File: src/rtl/uart_tx_arbiter.sv
// Round-robin arbiter sharing one uart_tx between NUM_REQ byte producers.
// One byte in flight at a time; WAIT is bounded by a timeout and aborted by dropping uart_en.
module uart_tx_arbiter #(
  parameter int unsigned NUM_REQ = 4,
  parameter int unsigned IDX_W   = 2,
  parameter int unsigned TO_W    = 20,
  parameter int unsigned TIMEOUT = 1000000
) (
  input  logic                 clock,
  input  logic                 reset,
  input  logic                 uart_en,
  input  logic [NUM_REQ-1:0]   req,
  input  logic [8*NUM_REQ-1:0] req_data,
  output logic [NUM_REQ-1:0]   ack,
  output logic                 timeout_err,
  output logic                 busy,
  output logic [IDX_W-1:0]     grant_idx,
  output logic                 start_tx,
  output logic [7:0]           data_in,
  input  logic                 tx_done
);

  typedef enum logic [1:0] {StIdle, StLaunch, StWait} state_e;

  state_e           state_q;
  logic [IDX_W-1:0] rr_ptr_q;
  logic [IDX_W-1:0] grant_idx_q;
  logic [7:0]       data_q;
  logic [TO_W-1:0]  timer_q;

  logic [IDX_W-1:0] winner;
  logic [IDX_W-1:0] grant_next;
  logic             found;
  logic             timer_limit;
  logic             done_fire;
  logic             to_fire;

  // First set request at or above rr_ptr, wrapping past NUM_REQ-1.
  always_comb begin : rr_search
    int unsigned      cand;
    logic [IDX_W-1:0] cand_idx;
    winner   = rr_ptr_q;
    found    = 1'b0;
    cand     = 0;
    cand_idx = '0;
    for (int unsigned i = 0; i < NUM_REQ; i++) begin
      cand     = (32'(rr_ptr_q) + i) % NUM_REQ;
      cand_idx = IDX_W'(cand);
      if (!found && req[cand_idx]) begin
        found  = 1'b1;
        winner = cand_idx;
      end
    end
  end

  assign grant_next  = (grant_idx_q == IDX_W'(NUM_REQ - 1)) ? '0 : grant_idx_q + IDX_W'(1);
  assign timer_limit = (timer_q == TO_W'(TIMEOUT - 1));

  // tx_done beats the timeout limit; reset and a dropped enable suppress both pulses.
  assign done_fire = (state_q == StWait) && uart_en && !reset && tx_done;
  assign to_fire   = (state_q == StWait) && uart_en && !reset && !tx_done && timer_limit;

  always_comb begin
    ack = '0;
    if (done_fire) begin
      ack[grant_idx_q] = 1'b1;
    end
  end

  assign timeout_err = to_fire;
  assign start_tx    = (state_q == StLaunch) && uart_en && !reset;
  assign busy        = (state_q != StIdle);
  assign grant_idx   = grant_idx_q;
  assign data_in     = data_q;

  always_ff @(posedge clock) begin
    if (reset) begin
      state_q     <= StIdle;
      rr_ptr_q    <= '0;
      grant_idx_q <= '0;
      data_q      <= 8'h00;
      timer_q     <= '0;
    end else begin
      case (state_q)
        StIdle: begin
          if (uart_en && found) begin
            grant_idx_q <= winner;
            data_q      <= req_data[{winner, 3'b000} +: 8];
            state_q     <= StLaunch;
          end
        end
        StLaunch: begin
          if (!uart_en) begin
            state_q <= StIdle;
          end else begin
            timer_q <= '0;
            state_q <= StWait;
          end
        end
        StWait: begin
          if (!uart_en) begin
            state_q <= StIdle;
          end else if (tx_done || timer_limit) begin
            rr_ptr_q <= grant_next;
            state_q  <= StIdle;
          end else begin
            timer_q <= timer_q + TO_W'(1);
          end
        end
        default: state_q <= StIdle;
      endcase
    end
  end

endmodule

File: config.mk
export PLATFORM = sky130hd
export DESIGN_NAME = uart_tx_arbiter
export DESIGN_NICKNAME = d
export VERILOG_FILES = /design/src/rtl/uart_tx_arbiter.sv
export SDC_FILE = /design/constraint.sdc
export NUM_CORES = 1
export LEC_CHECK = 0
export ABC_CLOCK_PERIOD_IN_PS = 3600
export CAP_MARGIN = 20
export CORE_ASPECT_RATIO = 1.4
export CORE_MARGIN = 4
export CORE_UTILIZATION = 35
export DETAILED_ROUTE_END_ITERATION = 8
export GPL_ROUTABILITY_DRIVEN = 0
export HOLD_SLACK_MARGIN = 0.02
export PLACE_DENSITY = 0.69
export SYNTH_ARGS = -nofsm -noshare
export SYNTH_HDL_FRONTEND = slang
export SYNTH_SLANG_ARGS = --single-unit
File: constraint.sdc
create_clock -name clock -period 3.6 [get_ports clock]
set_input_delay 0.54 -clock clock [delete_from_list [all_inputs] [get_ports clock]]
set_output_delay 0.54 -clock clock [all_outputs]
set_load 0.05 [all_outputs]
Word-level counts from Yosys, hierarchy flattened
Index checks and enable logic that the tools add are counted.
{"block": "classes", "add_sub_neg": 5, "magnitude_cmp": 6, "n_eq_ne": 9, "n_shift": 1, "muxes": 28, "n_reduce_logical": 25}
{"operator": "2-to-1 mux 20 bit", "count": 3}
{"operator": "one-hot mux 20 bit (2 select lines)", "count": 1}
{"operator": "variable part select 32 x 6 -> 8 bit", "count": 1}
{"operator": "adder 20 x 1 -> 20 bit, second input constant", "count": 1}
{"operator": "== test 20 bit, second input constant", "count": 1}
{"operator": "2-to-1 mux 2 bit", "count": 8}
{"operator": "< comparator 2 x 3 -> 1 bit, second input constant", "count": 5}
{"operator": "logical AND 1 bit", "count": 12}
{"operator": "2-to-1 mux 1 bit", "count": 9}
{"operator": "binary-select mux 1 bit (select 2 bit)", "count": 4}
{"operator": "inequality test 2 bit, second input constant", "count": 4}
{"operator": "one-hot mux 2 bit (3 select lines)", "count": 1}
{"operator": "logical NOT 1 bit", "count": 5}
{"operator": "adder 2 x 1 -> 2 bit, second input constant", "count": 2}
{"operator": "adder 2 bit, second input constant", "count": 2}
{"operator": "== test 2 bit, second input constant", "count": 2}
{"operator": "2-to-1 mux 4 bit", "count": 1}
{"operator": "AND reduction 2 bit", "count": 2}
{"operator": "AND reduction 4 bit", "count": 1}
{"operator": "nonzero test 2 bit", "count": 2}
{"operator": "inequality test 3 x 2 -> 1 bit, second input constant", "count": 1}
{"operator": "AND reduction 3 bit", "count": 1}
{"operator": "demux 1 bit (select 2 bit)", "count": 1}
{"operator": "== test 2 x 1 -> 1 bit, second input constant", "count": 1}
{"operator": "other kinds (3)", "count": 3}
{"block": "totals", "ff_bits": 34, "in_bits": 40, "output_inout_bits": 17, "wordCells": 79}

Depth between registers and ports, before layout
{"block": "depth", "word_depth": 15, "mapped_depth": 8, "ltp_nobuf": 6}

Worst setup path after synthesis
No wires, ideal clock.
{"block": "synth_path", "path_type": "register to output", "from": "register timer_q[10]", "to": "output timeout_err", "t_arrival_ns": 2.749, "required_time_ns": 3.060, "path_slack_ns": 0.311, "path_stages_with_launch": 5, "path_buffers": 0, "path_cell_list": "dfxtp_1 or4b_2 nor4_1 nand3_1 nor4_1"}
{"block": "synth_via", "elab_chain_cells": 2}
{"element": "start: declaration", "line_no": "29", "text": "logic [TO_W-1:0] timer_q;"}
{"element": "start signal: assignment", "line_no": "107", "text": "timer_q <= timer_q + TO_W'(1);"}
{"element": "== test 20 bit", "line_no": "57", "text": "assign timer_limit = (timer_q == TO_W'(TIMEOUT - 1));"}
{"element": "logical AND 1 bit", "line_no": "61", "text": "assign to_fire = (state_q == StWait) && uart_en && !reset && !tx_done && timer_limit;"}
{"element": "end: declaration", "line_no": "15", "text": "output logic timeout_err,"}
No other way between the ends.

Final worst setup path
Ends and elaborated chain as after synthesis.

==> flow_summary.json <==
{
  "antenna_left": 0,
  "comb_power_share_pct": 19.1,
  "synth_async_sr_flop_share_pct": 0,
  "top_usage_layer": "met2",
  "netSwitchingFraction_pct": 27.1,
  "synthTopCellsByArea": "dfxtp_1, mux2i_1, a2111o_1",
  "synth-seq-cells": 34,
  "drt_iter0_drc": 128,
  "fin_crit_sh_pct": 90.9,
  "critPathKind": "reg2out",
  "fill_cells": 568,
  "required_ns": 3.06,
  "synth_top_area_share_pct": 32.5,
  "setup_violations": 0,
  "nets": 337,
  "synth-edff-count": 0,
  "area_growth_syn_to_layout_pct": 33.3,
  "rsz0062_at_grt": "false",
  "critPathMaxStageDelay_ns": 0.85,
  "drc": 0,
  "numCtsBuffers": 5,
  "syn_area_per_cell_sq_um": 8.66,
  "most-common-layout-cells": "clkdlybuf4s50_1, dfxtp_1, nand2_1",
  "internal-power_uw": 672,
  "seq_power_share_pct": 42.6,
  "clockBufferDepth": 2,
  "synth_top_area_cell": "dfxtp_1",
  "placed_cell_area_sq_mm": 0.00268,
  "arrival_ns": 2.73,
  "drtPass1Iterations": 4,
  "final.setup_skew_ns": 0.00659,
  "post_cts_buffers": 0,
  "grtUsageMet2_pct": 26.7,
  "cts-resized-gates": 0,
  "port_buffers": 56,
  "ios": 57,
  "path_max_fanout": 6,
  "cp_slowest_cell": "clkdlybuf4s50_1",
  "grtUsageMet3_pct": 4.95,
  "grt-ovfl-total": 0,
  "floorplan.die_area_sq_mm": 0.00731,
  "grt_max_degree": 30,
  "syn_nets": 287,
  "yosysSeqAreaShare_pct": 32.5,
  "cp-start-kind": "register",
  "grt_pass1_wl_microns": 9360,
  "worst_slew_pin_slew_ns": 0.872,
  "die_w_microns": 73.4,
  "maxSlewHeadroom_pct": 41.8,
  "met1_usage_pct": 18.2,
  "leakage_nw": 1.03,
  "cap_violations": 0,
  "num_vias": 2094,
  "peakVddDrop_uv": 122,
  "ys_warn_count": 0,
  "dp_hpwl_microns": 4200,
  "cts_tree": "yes",
  "cp-end-kind": "primary output",
  "power_density_mw_per_mm2": 330,
  "wl_microns": 5600,
  "start_util_pct": 36.0,
  "finalMaxSlewViolations": 0,
  "first_global_vias": 2019,
  "hold_viol": 0,
  "yosys_most_used_dff": "dfxtp_1",
  "htreeDepth": 2,
  "period_minus_slack_ns": 3.27,
  "avgRoutedWirePerCell_microns": 15.4,
  "worstPathCellList": "or4b_2 > nor4_1 > nand3_1 > nor4_1 > clkdlybuf4s50_1",
  "antenna_found_initial": 0,
  "power.share.clock_pct": 38.4,
  "status": "finished, final reports clean",
  "fmax_mhz": 306,
  "clkLatencyLatePin_ns": 0.29,
  "layout_commonest_cell": "clkdlybuf4s50_1",
  "drive_gt1_share_pct": 7.85,
  "cts-root-buf": "clkbuf_8",
  "worstHoldPathType": "reg2reg",
  "netlist_instances": 242,
  "num_antenna_cells": 0,
  "clk_pin_slew_worst_paths_ns": 0.07,
  "clkSinkCount": 34,
  "synth_area_sq_mm": 0.00210,
  "p_switching_uw": 250,
  "finalInstanceArea_sq_mm": 0.00279,
  "post-route-util_pct": 48.0,
  "die_y_microns": 99.6,
  "ctsHoldBuffers": 0,
  "core_area_sq_mm": 0.00582,
  "rows": 33,
  "yosysUniqueCellTypes": 47,
  "tns_ns": 0,
  "hold-worst-slack_ns": 0.473,
  "grtUsageTotal_pct": 16.2,
  "crit_path_frequent_cell": "nor4_1",
  "viasPerCell": 5.77
}
-- metrics by stage --
stage                     total power, mW  instances  worst slack (ns)
after floorplan                     0.498        242             0.311
after global placement              0.577        355             0.668
after detailed placement            0.578        355             0.648
after CTS                           0.936        363             0.320
after global routing                0.962        363             0.204
final                               0.922        363             0.329
-- cell type report --
class,count,area (sq um),area share (%)
Multi-Input combinational cell,185,1310,47.0
Clock buffer,5,68.8,2.46
Inverter,6,22.5,0.806
Sequential cell,34,681,24.4
Clock inverter,3,40.0,1.43
Timing Repair Buffer,60,581,20.8
Tap cell,70,87.6,3.14
-- kinds of logic after synthesis --
kind of cell	after synthesis	synth area share, %
compound gates	56	22.1
fa+ha+maj	5	2.99
buf+inv	23	5.19
flops	34	32.5
mux	25	11.9
simple gates	99	25.3
-- critical path: cells and delay by family, from the launching register on --
family | cells | cell delay [ns]
DFF | 1 | 0.36
and+or+nand+nor | 4 | 1.24
buffers and inverters | 1 | 0.85
-- state kept, by name, indices dropped and copies added, names as in the netlist --
name / flops
rr_ptr_q: 2
grant_idx: 2
timer_q: 20
data_in: 8
state_q: 2
-- cell usage after synthesis, types with 6 or more instances --
cell type,count
o2111ai_1,12
dfxtp_1,34
clkbuf_1,10
inv_1,6
o221ai_1,8
nand3_1,10
nor2_1,10
and2_1,8
mux2i_1,25
a21oi_1,8
a2111o_1,11
nand4_1,10
or3_1,6
nand2_1,30
-- power groups by stage --
| stage | combinational, mW | clock [mW] | sequential (mW) |
|---|---|---|---|
| floorplan | 0.0666 | 0 | 0.431 |
| global placement | 0.176 | 0 | 0.401 |
| detailed placement | 0.177 | 0 | 0.401 |
| CTS | 0.177 | 0.367 | 0.392 |
| global route | 0.188 | 0.380 | 0.394 |
| finish | 0.176 | 0.354 | 0.392 |
-- final timing paths --
check | startpoint | endpoint | slack [ns] | cells after the start
max | timer_q[10] | timeout_err | 0.33 | 5
min | timer_q[5] | timer_q[5] | 0.47 | 2
max reg2reg | timer_q[0] | timer_q[17] | 1.26 | 6
min reg2reg | timer_q[5] | timer_q[5] | 0.47 | 2
-- routing by layer --
metal  wire length [microns]  vias up  part of all wire (%)
met5                       0        -                     0
met4                     118        0                   2.1
met3                     440        8                   7.9
met2                    2750       77                    49
met1                    2290      978                    41
li1                        -     1031                     -
No activity file was read; power rests on OpenSTA's default activity.
